## src/rtl/iic_sinegen_ctrl.sv

```systemverilog
// Sweep and rate controller for iic_sinegen.
// Issues periodic read strobes to the generator and sweeps its step size
// from a start value to a stop value, holding each step for a fixed number
// of strobes. All outputs are registered.
module iic_sinegen_ctrl #(
  parameter int LUT_SIZE = 6,
  parameter int DIV_BW   = 8,
  parameter int DWELL_BW = 12
) (
  input  logic                  clk_i,
  input  logic                  rst_n_i,
  input  logic                  start_i,
  input  logic                  abort_i,
  input  logic [DIV_BW-1:0]     cfg_div_i,
  input  logic [LUT_SIZE-2:0]   cfg_step_start_i,
  input  logic [LUT_SIZE-2:0]   cfg_step_stop_i,
  input  logic [DWELL_BW-1:0]   cfg_dwell_i,
  input  logic                  cfg_loop_i,
  output logic                  sinegen_en_o,
  output logic [LUT_SIZE-2:0]   sinegen_step_o,
  output logic                  data_rd_o,
  output logic                  busy_o,
  output logic                  done_o
);

  localparam int STEP_W = LUT_SIZE - 1;

  localparam logic [DIV_BW-1:0]   DIV_ONE   = DIV_BW'(1);
  localparam logic [DWELL_BW-1:0] DWELL_ONE = DWELL_BW'(1);
  localparam logic [STEP_W-1:0]   STEP_ONE  = STEP_W'(1);

  typedef enum logic [1:0] {
    S_IDLE = 2'd0,
    S_RUN  = 2'd1,
    S_DONE = 2'd2
  } state_t;

  state_t state_q, state_d;

  // Shadow copies of the configuration, frozen for the whole sweep
  logic [DIV_BW-1:0]   div_sh_q,   div_sh_d;
  logic [STEP_W-1:0]   start_sh_q, start_sh_d;
  logic [STEP_W-1:0]   stop_sh_q,  stop_sh_d;
  logic [DWELL_BW-1:0] dwell_sh_q, dwell_sh_d;
  logic                loop_sh_q,  loop_sh_d;

  logic [DIV_BW-1:0]   div_cnt_q,   div_cnt_d;
  logic [DWELL_BW-1:0] dwell_cnt_q, dwell_cnt_d;
  logic [STEP_W-1:0]   step_q,      step_d;

  logic rd_q, rd_d;
  logic busy_q, busy_d;
  logic en_q, en_d;
  logic done_q, done_d;

  logic sweep_up;

  // Move one step toward the stop value; wraps as plain unsigned arithmetic
  function automatic logic [STEP_W-1:0] step_advance(input logic [STEP_W-1:0] cur,
                                                     input logic              up);
    return up ? (cur + STEP_ONE) : (cur - STEP_ONE);
  endfunction

  assign sweep_up = (stop_sh_q >= start_sh_q);

  // Next-state, counters and registered-output precompute
  always_comb begin
    state_d     = state_q;
    div_sh_d    = div_sh_q;
    start_sh_d  = start_sh_q;
    stop_sh_d   = stop_sh_q;
    dwell_sh_d  = dwell_sh_q;
    loop_sh_d   = loop_sh_q;
    div_cnt_d   = div_cnt_q;
    dwell_cnt_d = dwell_cnt_q;
    step_d      = step_q;

    case (state_q)
      S_IDLE, S_DONE: begin
        if (abort_i) begin
          state_d = S_IDLE;
        end else if (start_i) begin
          state_d     = S_RUN;
          div_sh_d    = cfg_div_i;
          start_sh_d  = cfg_step_start_i;
          stop_sh_d   = cfg_step_stop_i;
          dwell_sh_d  = cfg_dwell_i;
          loop_sh_d   = cfg_loop_i;
          div_cnt_d   = cfg_div_i;
          dwell_cnt_d = cfg_dwell_i;
          step_d      = cfg_step_start_i;
        end
      end
      S_RUN: begin
        if (abort_i) begin
          state_d = S_IDLE;
        end else if (div_cnt_q == '0) begin
          // A strobe is being issued this cycle
          div_cnt_d = div_sh_q;
          if (dwell_cnt_q == '0) begin
            if (step_q != stop_sh_q) begin
              step_d      = step_advance(step_q, sweep_up);
              dwell_cnt_d = dwell_sh_q;
            end else if (loop_sh_q) begin
              step_d      = start_sh_q;
              dwell_cnt_d = dwell_sh_q;
            end else begin
              state_d = S_DONE;
            end
          end else begin
            dwell_cnt_d = dwell_cnt_q - DWELL_ONE;
          end
        end else begin
          div_cnt_d = div_cnt_q - DIV_ONE;
        end
      end
      default: state_d = S_IDLE;
    endcase

    busy_d = (state_d == S_RUN);
    en_d   = (state_d == S_RUN);
    done_d = (state_d == S_DONE);
    rd_d   = (state_d == S_RUN) && (div_cnt_d == '0);
  end

  // State, counters, shadows and outputs; reset clears everything
  always_ff @(posedge clk_i or negedge rst_n_i) begin
    if (!rst_n_i) begin
      state_q     <= S_IDLE;
      div_sh_q    <= '0;
      start_sh_q  <= '0;
      stop_sh_q   <= '0;
      dwell_sh_q  <= '0;
      loop_sh_q   <= 1'b0;
      div_cnt_q   <= '0;
      dwell_cnt_q <= '0;
      step_q      <= '0;
      rd_q        <= 1'b0;
      busy_q      <= 1'b0;
      en_q        <= 1'b0;
      done_q      <= 1'b0;
    end else begin
      state_q     <= state_d;
      div_sh_q    <= div_sh_d;
      start_sh_q  <= start_sh_d;
      stop_sh_q   <= stop_sh_d;
      dwell_sh_q  <= dwell_sh_d;
      loop_sh_q   <= loop_sh_d;
      div_cnt_q   <= div_cnt_d;
      dwell_cnt_q <= dwell_cnt_d;
      step_q      <= step_d;
      rd_q        <= rd_d;
      busy_q      <= busy_d;
      en_q        <= en_d;
      done_q      <= done_d;
    end
  end

  assign sinegen_en_o   = en_q;
  assign sinegen_step_o = step_q;
  assign data_rd_o      = rd_q;
  assign busy_o         = busy_q;
  assign done_o         = done_q;

endmodule

```

## config.mk

```make
export PLATFORM = sky130hd
export DESIGN_NAME = iic_sinegen_ctrl
export DESIGN_NICKNAME = d
export VERILOG_FILES = /design/src/rtl/iic_sinegen_ctrl.sv
export SDC_FILE = /design/constraint.sdc
export NUM_CORES = 1
export LEC_CHECK = 0
export BUFFER_PORTS_ARGS = -buffer_cell sky130_fd_sc_hd__buf_2
export CORE_UTILIZATION = 45
export DETAILED_ROUTE_END_ITERATION = 12
export GPL_ROUTABILITY_DRIVEN = 0
export PLACE_DENSITY = 0.68
export SYNTH_ARGS = -nofsm -noshare
export SYNTH_HDL_FRONTEND = slang
export SYNTH_SLANG_ARGS = --single-unit
```

## constraint.sdc

```tcl
create_clock -name clk_i -period 2.7 [get_ports clk_i]
set_clock_uncertainty 0.15 [all_clocks]
set_input_delay 0 -clock clk_i [delete_from_list [all_inputs] [get_ports clk_i]]
set_output_delay 0 -clock clk_i [all_outputs]
set_load 0.1 [all_outputs]
```

* Word-level counts from Yosys, hierarchy flattened
Index checks and enable logic that the tools add are counted.
** Storage, ports and cells
- Output and inout port bits :: 9
- Register bits :: 61
** Cells by class
- Reductions and logical operators :: 10
- Order comparisons :: 1
- $add $sub $neg :: 4
- Equality and inequality tests :: 12
- Multiplexer cells :: 30
- Bitwise logic cells :: 1
** Operators with widths (count)
- $mux W12 :: 7
- $mux W5 :: 8
- $mux W8 :: 4
- $pmux W12 S2 :: 1
- $logic_not A8 Y1 :: 2
- $pmux W8 S2 :: 1
- $mux W2 :: 7
- $logic_not A12 Y1 :: 1
- $sub A12 B1 Y12 const B :: 1
- $ne A2 B2 Y1 const B :: 5
- $pmux W5 S2 :: 1
- $sub A8 B1 Y8 const B :: 1
- $reduce_and A7 Y1 :: 1
- $reduce_and A6 Y1 :: 1
- $add A5 B1 Y5 const B :: 1
- $ge A5 B5 Y1 :: 1
- $ne A5 B5 Y1 :: 1
- $sub A5 B1 Y5 const B :: 1
- $eq A2 B1 Y1 const B :: 2
- $eq A2 B2 Y1 const B :: 2
- $ne A4 B4 Y1 const B :: 1
- $pmux W2 S2 :: 1
- $ne A3 B3 Y1 const B :: 1
- $reduce_and A3 Y1 :: 1
- 5 further kinds :: 5

* Longest topological paths before layout
- Word-level depth :: 8
- Mapped depth :: 12
- Depth with buffers taken out :: 12

* Worst setup path before layout
OpenSTA, ideal clock, no wires.
- Kind :: reg-to-reg
- Start :: register start_sh_q[0]
- End :: register step_q[4] (netlist: sinegen_step_o[4])
- Arrival time :: 2.713 ns
- Cell stages (with the launch flop) :: 12
- Path slack :: -0.232 ns
- Library setup time :: 0.069 ns
- Cells stage by stage :: dfrtp_1 ha_1 nor3b_1 o21ai_0 a21oi_1 ha_1 a21o_1 a21oi_1 xnor2_1 xnor2_1 a2111oi_0 a221o_1
** On the way
- Word-level cells in the longest chain between the ends :: 7
** Ends and longest elaborated chain
- start: declaration :: RTL line 42 : logic [STEP_W-1:0] start_sh_q, start_sh_d;
- start signal: assignment :: RTL line 145 : start_sh_q <= start_sh_d;
- $ge A5 B5 Y1 :: RTL line 64 : assign sweep_up = (stop_sh_q >= start_sh_q);
- $mux W5 :: RTL line 61 : return up ? (cur + STEP_ONE) : (cur - STEP_ONE);
- $mux W5 :: RTL line 101 : if (step_q != stop_sh_q) begin
- $mux W5 :: RTL line 100 : if (dwell_cnt_q == '0) begin
- $mux W5 :: RTL line 97 : end else if (div_cnt_q == '0) begin
- $mux W5 :: RTL line 95 : if (abort_i) begin
- $pmux W5 S2 :: RTL line 78 : case (state_q)
- end signal: assignment :: RTL line 151 : step_q <= step_d;
- end: declaration :: RTL line 49 : logic [STEP_W-1:0] step_q, step_d;
Every way passes these cells. The select of a mux whose other input is x is not followed.
A chain may end at the register's enable or synchronous reset.

* Final worst setup path
- Start :: register start_sh_q[1]
- End :: register step_q[4] (netlist: sinegen_step_o[4])
Same word-level chain as after synthesis.

==> impl_metrics.yaml <==
timing:
  setup_ws_ns: -0.181
  maxSlewViolCount: 0
  fin_crit_sh: 1.07
  hold_viol_final: 0
  slew_headroom: 0.528
  final.setup.tns_ns: -0.320
  max_freq_ghz: 0.347
  setup_viol: 2
  tightest_slew_ns: 0.708
  fin_hold_ws_ns: 0.0795
  rsz0062_at_grt: "true"
  fin_crit_ns: 2.88
yosys:
  async_flop_share: 1.00
  synth_top_family_by_area: "simple AND/OR/NAND/NOR gates"
  synth_flop_cell: "dfrtp_1"
  synth-xor-area-share: 0.0371
  synth_top_area_cell: "dfrtp_1"
  seq_area_frac_synth: 0.431
  synthTopCellsByArea: "dfrtp_1 43%, nand2_1 9.9%, ha_1 4.2%, nor2_1 4.1%, a21oi_1 4.0%"
  synth-adder-area-share: 0.0481
  synth_fp_nets: 460
  synthTopCellsByCount: "93 x nand2_1, 61 x dfrtp_1, 39 x nor2_1, 28 x a21oi_1, 26 x o21ai_0"
  mappedNetlistArea_mm2: 0.00354
  yosys.cell_count.top_type: "nand2_1"
  synth-compound-area-share: 0.181
  synth_top_area_share: 0.431
  yosysWarningCount: 0
  synth_area_per_cell_um2: 8.59
  ys_types: 59
  netlist_instances: 412
  yosys.area_share.simple: 0.233
  synth-seq-cells: 61
  synth-edff-count: 0
  synth.mux.area_fraction: 0.0283
placed_design:
  portBuffers: 43
  dp_hpwl_um: 6280
floorplan:
  initial_core_util: 0.478
  die_x_um: 90.7
  num_rows: 31
  die-area_mm2: 0.00822
  die-height_um: 90.7
  ioPinCount: 44
  core_mm2: 0.00741
grt:
  antenna_found_initial: 0
  grtUsageTotal: 0.247
  grt_pass1_vias: 3420
  grt_overflow_total: 0
  grt_max_degree: 34
  grt_pass1_wl_um: 16300
power:
  clkPwrFrac: 0.210
  seq_power_share: 0.350
  p_switching_mw: 1.63
  internal_power_mw: 2.30
  p_comb_frac: 0.440
  swShare: 0.414
  power_density_mw_per_mm2: 840
  p_leak_nw: 2.18
  max-vdd-ir-drop_v: 0.000687
critical_path:
  crit_chain: "inv_1 > ha_1 > o211ai_1 > o21ai_1 > a21oi_2 > buf_4 > buf_4 > ha_1 > a21oi_2 > xnor2_1 > xnor2_1 > a2111oi_1 > a221o_1"
  arrival_ns: 3.02
  worstSetupPathType: "reg2reg"
  endpoint_kind: "flop"
  path_delay_family: "compound AO/OA/AOI/OAI gates"
  start_kind: "flop"
  cp.depth: 13
  critPathMaxFanout: 3
  crit_required_ns: 2.84
  cp.buffers_inverters: 3
  slowest_delay_ns: 0.36
  rr_worst_depth: 13
  critPathSlowestCell: "dfrtp_1"
routing:
  routed_wl_um: 9570
  drt_iter0_drc: 208
  first_pass_iters: 4
  drc: 0
  via_count: 3403
  antenna_left: 0
  wl_per_cell_um: 15.5
  via_per_inst: 5.52
clock_tree:
  cts_max_path_buffers: 2
  clock_sinks: 61
  cts-htree-levels: 3
  cts_made_buffers: 9
  root_buffer: "clkbuf_8"
  cts_tree: "built"
  clkLatencyLatePin_ns: 0.35
  cts.clk_slew.worst_paths_ns: 0.08
job:
  cap_violations: 0
layout:
  final_layout_size_suffix_gt1_frac: 0.212
  multi_input_area_mm2: 0.00194
  antenna_cells: 0
  finalNetCount: 561
  syn2layout_area_growth_pct: 32.0
  regArea_mm2: 0.00153
  fill_cells: 634
outcome:
  status: "finished with violations"
  violations: "negative setup slack"
min_path:
  worstHoldPathType: "in2async"
## metal layers
| metal | GRT usage | vias to the layer above | wire length (um) |
|---|---|---|---|
| met5 | 0 | - | 0 |
| met4 | 0.122 | 0 | 267 |
| met3 | 0.0354 | 26 | 342 |
| met2 | 0.415 | 105 | 4660 |
| met1 | 0.311 | 1637 | 4300 |
| li1 | - | 1635 | - |
## cell usage in the layout, fill, tap and decap left out, types with 3 or more instances in the layout
cell and count:
mux2i_1 10, nor3_1 7, buf_2 43, ha_1 8
inv_1 14, buf_4 34, a21o_1 5, a31oi_1 4
clkbuf_8 9, nand2_1 93, a211oi_1 6, nor4_1 4
dfrtp_1 60, nand3_1 5, nor2_1 39, o21ai_0 24
dlygate4sd3_1 34, nor2b_1 7, ha_4 3, clkinvlp_4 4
a21oi_2 3, xnor2_1 9, xor2_1 6, o31ai_1 3
a21oi_1 24
## cells by family after synthesis
group | after synthesis
simple gates | 176
compound gates | 100
flops | 61
buf+inv | 37
xor+xnor | 15
fa+ha+maj | 13
mux | 10
## worst paths after layout
| path | startpoint | endpoint | slack (ns) |
|---|---|---|---|
| worst min-delay path | rst_n_i | div_cnt_q[3] | 0.08 |
| max in group asynchronous | rst_n_i | dwell_sh_q[0] | 1.68 |
| worst min register to register | dwell_sh_q[9] | dwell_sh_q[9] | 0.32 |
| min in group clk_i | cfg_step_stop_i[3] | stop_sh_q[3] | 0.24 |
| worst max-delay path | start_sh_q[1] | sinegen_step_o[4] | -0.18 |
| worst max register to register | start_sh_q[1] | sinegen_step_o[4] | -0.18 |
## cell type report
class / count / share of cell area
clock inverter: 6 / 0.0139
timing repair buffer: 112 / 0.178
clock buffer: 10 / 0.0273
tap: 99 / 0.0265
multi-input combinational: 314 / 0.416
inverter: 15 / 0.0120
sequential: 61 / 0.327
## stage by stage
step	std cells	setup WS [ns]	utilization	instance area (um^2)	total power, mW
2_1_floorplan	412	-0.0139	-	3550	2.46
3_3_place_gp	562	0.00594	0.545	4040	2.88
3_5_place_dp	562	-0.135	0.545	4040	2.91
4_1_cts	615	-0.0941	0.623	4620	3.85
5_1_grt	617	-0.334	0.631	4670	4.17
6_report	617	-0.181	0.631	4670	3.93
## timing repair
action,CTS,global route
pin swaps,13,12
gates resized for setup,5,7
endpoints found under the hold margin,88,0
gates cloned,0,0
buffers inserted,3,2
hold buffers,34,0
endpoints found under the setup margin,2,4
## state kept, by name, summed over array words and instances, names as in the netlist
signal          count
sinegen_step_o      5
state_q             2
data_rd_o           1
loop_sh_q           1
done_o              1
sinegen_en_o        1
dwell_sh_q         12
dwell_cnt_q        12
stop_sh_q           5
div_cnt_q           8
div_sh_q            8
start_sh_q          5
## worst register-to-register path, stage by stage, from the launching register on
cell and delay (ns):
dfrtp_1 0.36, inv_1 0.06, ha_1 0.28, o211ai_1 0.20, o21ai_1 0.13, a21oi_2 0.25
buf_4 0.16, buf_4 0.09, ha_1 0.24, a21oi_2 0.15, xnor2_1 0.14, xnor2_1 0.08
a2111oi_1 0.36, a221o_1 0.17
## power by group through the flow
stage | sequential (mW) | combinational [mW] | clock [mW]
3_5_place_dp | 1.38 | 1.54 | 0
4_1_cts | 1.37 | 1.65 | 0.833
3_3_place_gp | 1.37 | 1.51 | 0
5_1_grt | 1.40 | 1.90 | 0.872
2_1_floorplan | 1.59 | 0.872 | 0
6_report | 1.38 | 1.73 | 0.823
No activity file was read; power rests on OpenSTA's default activity.
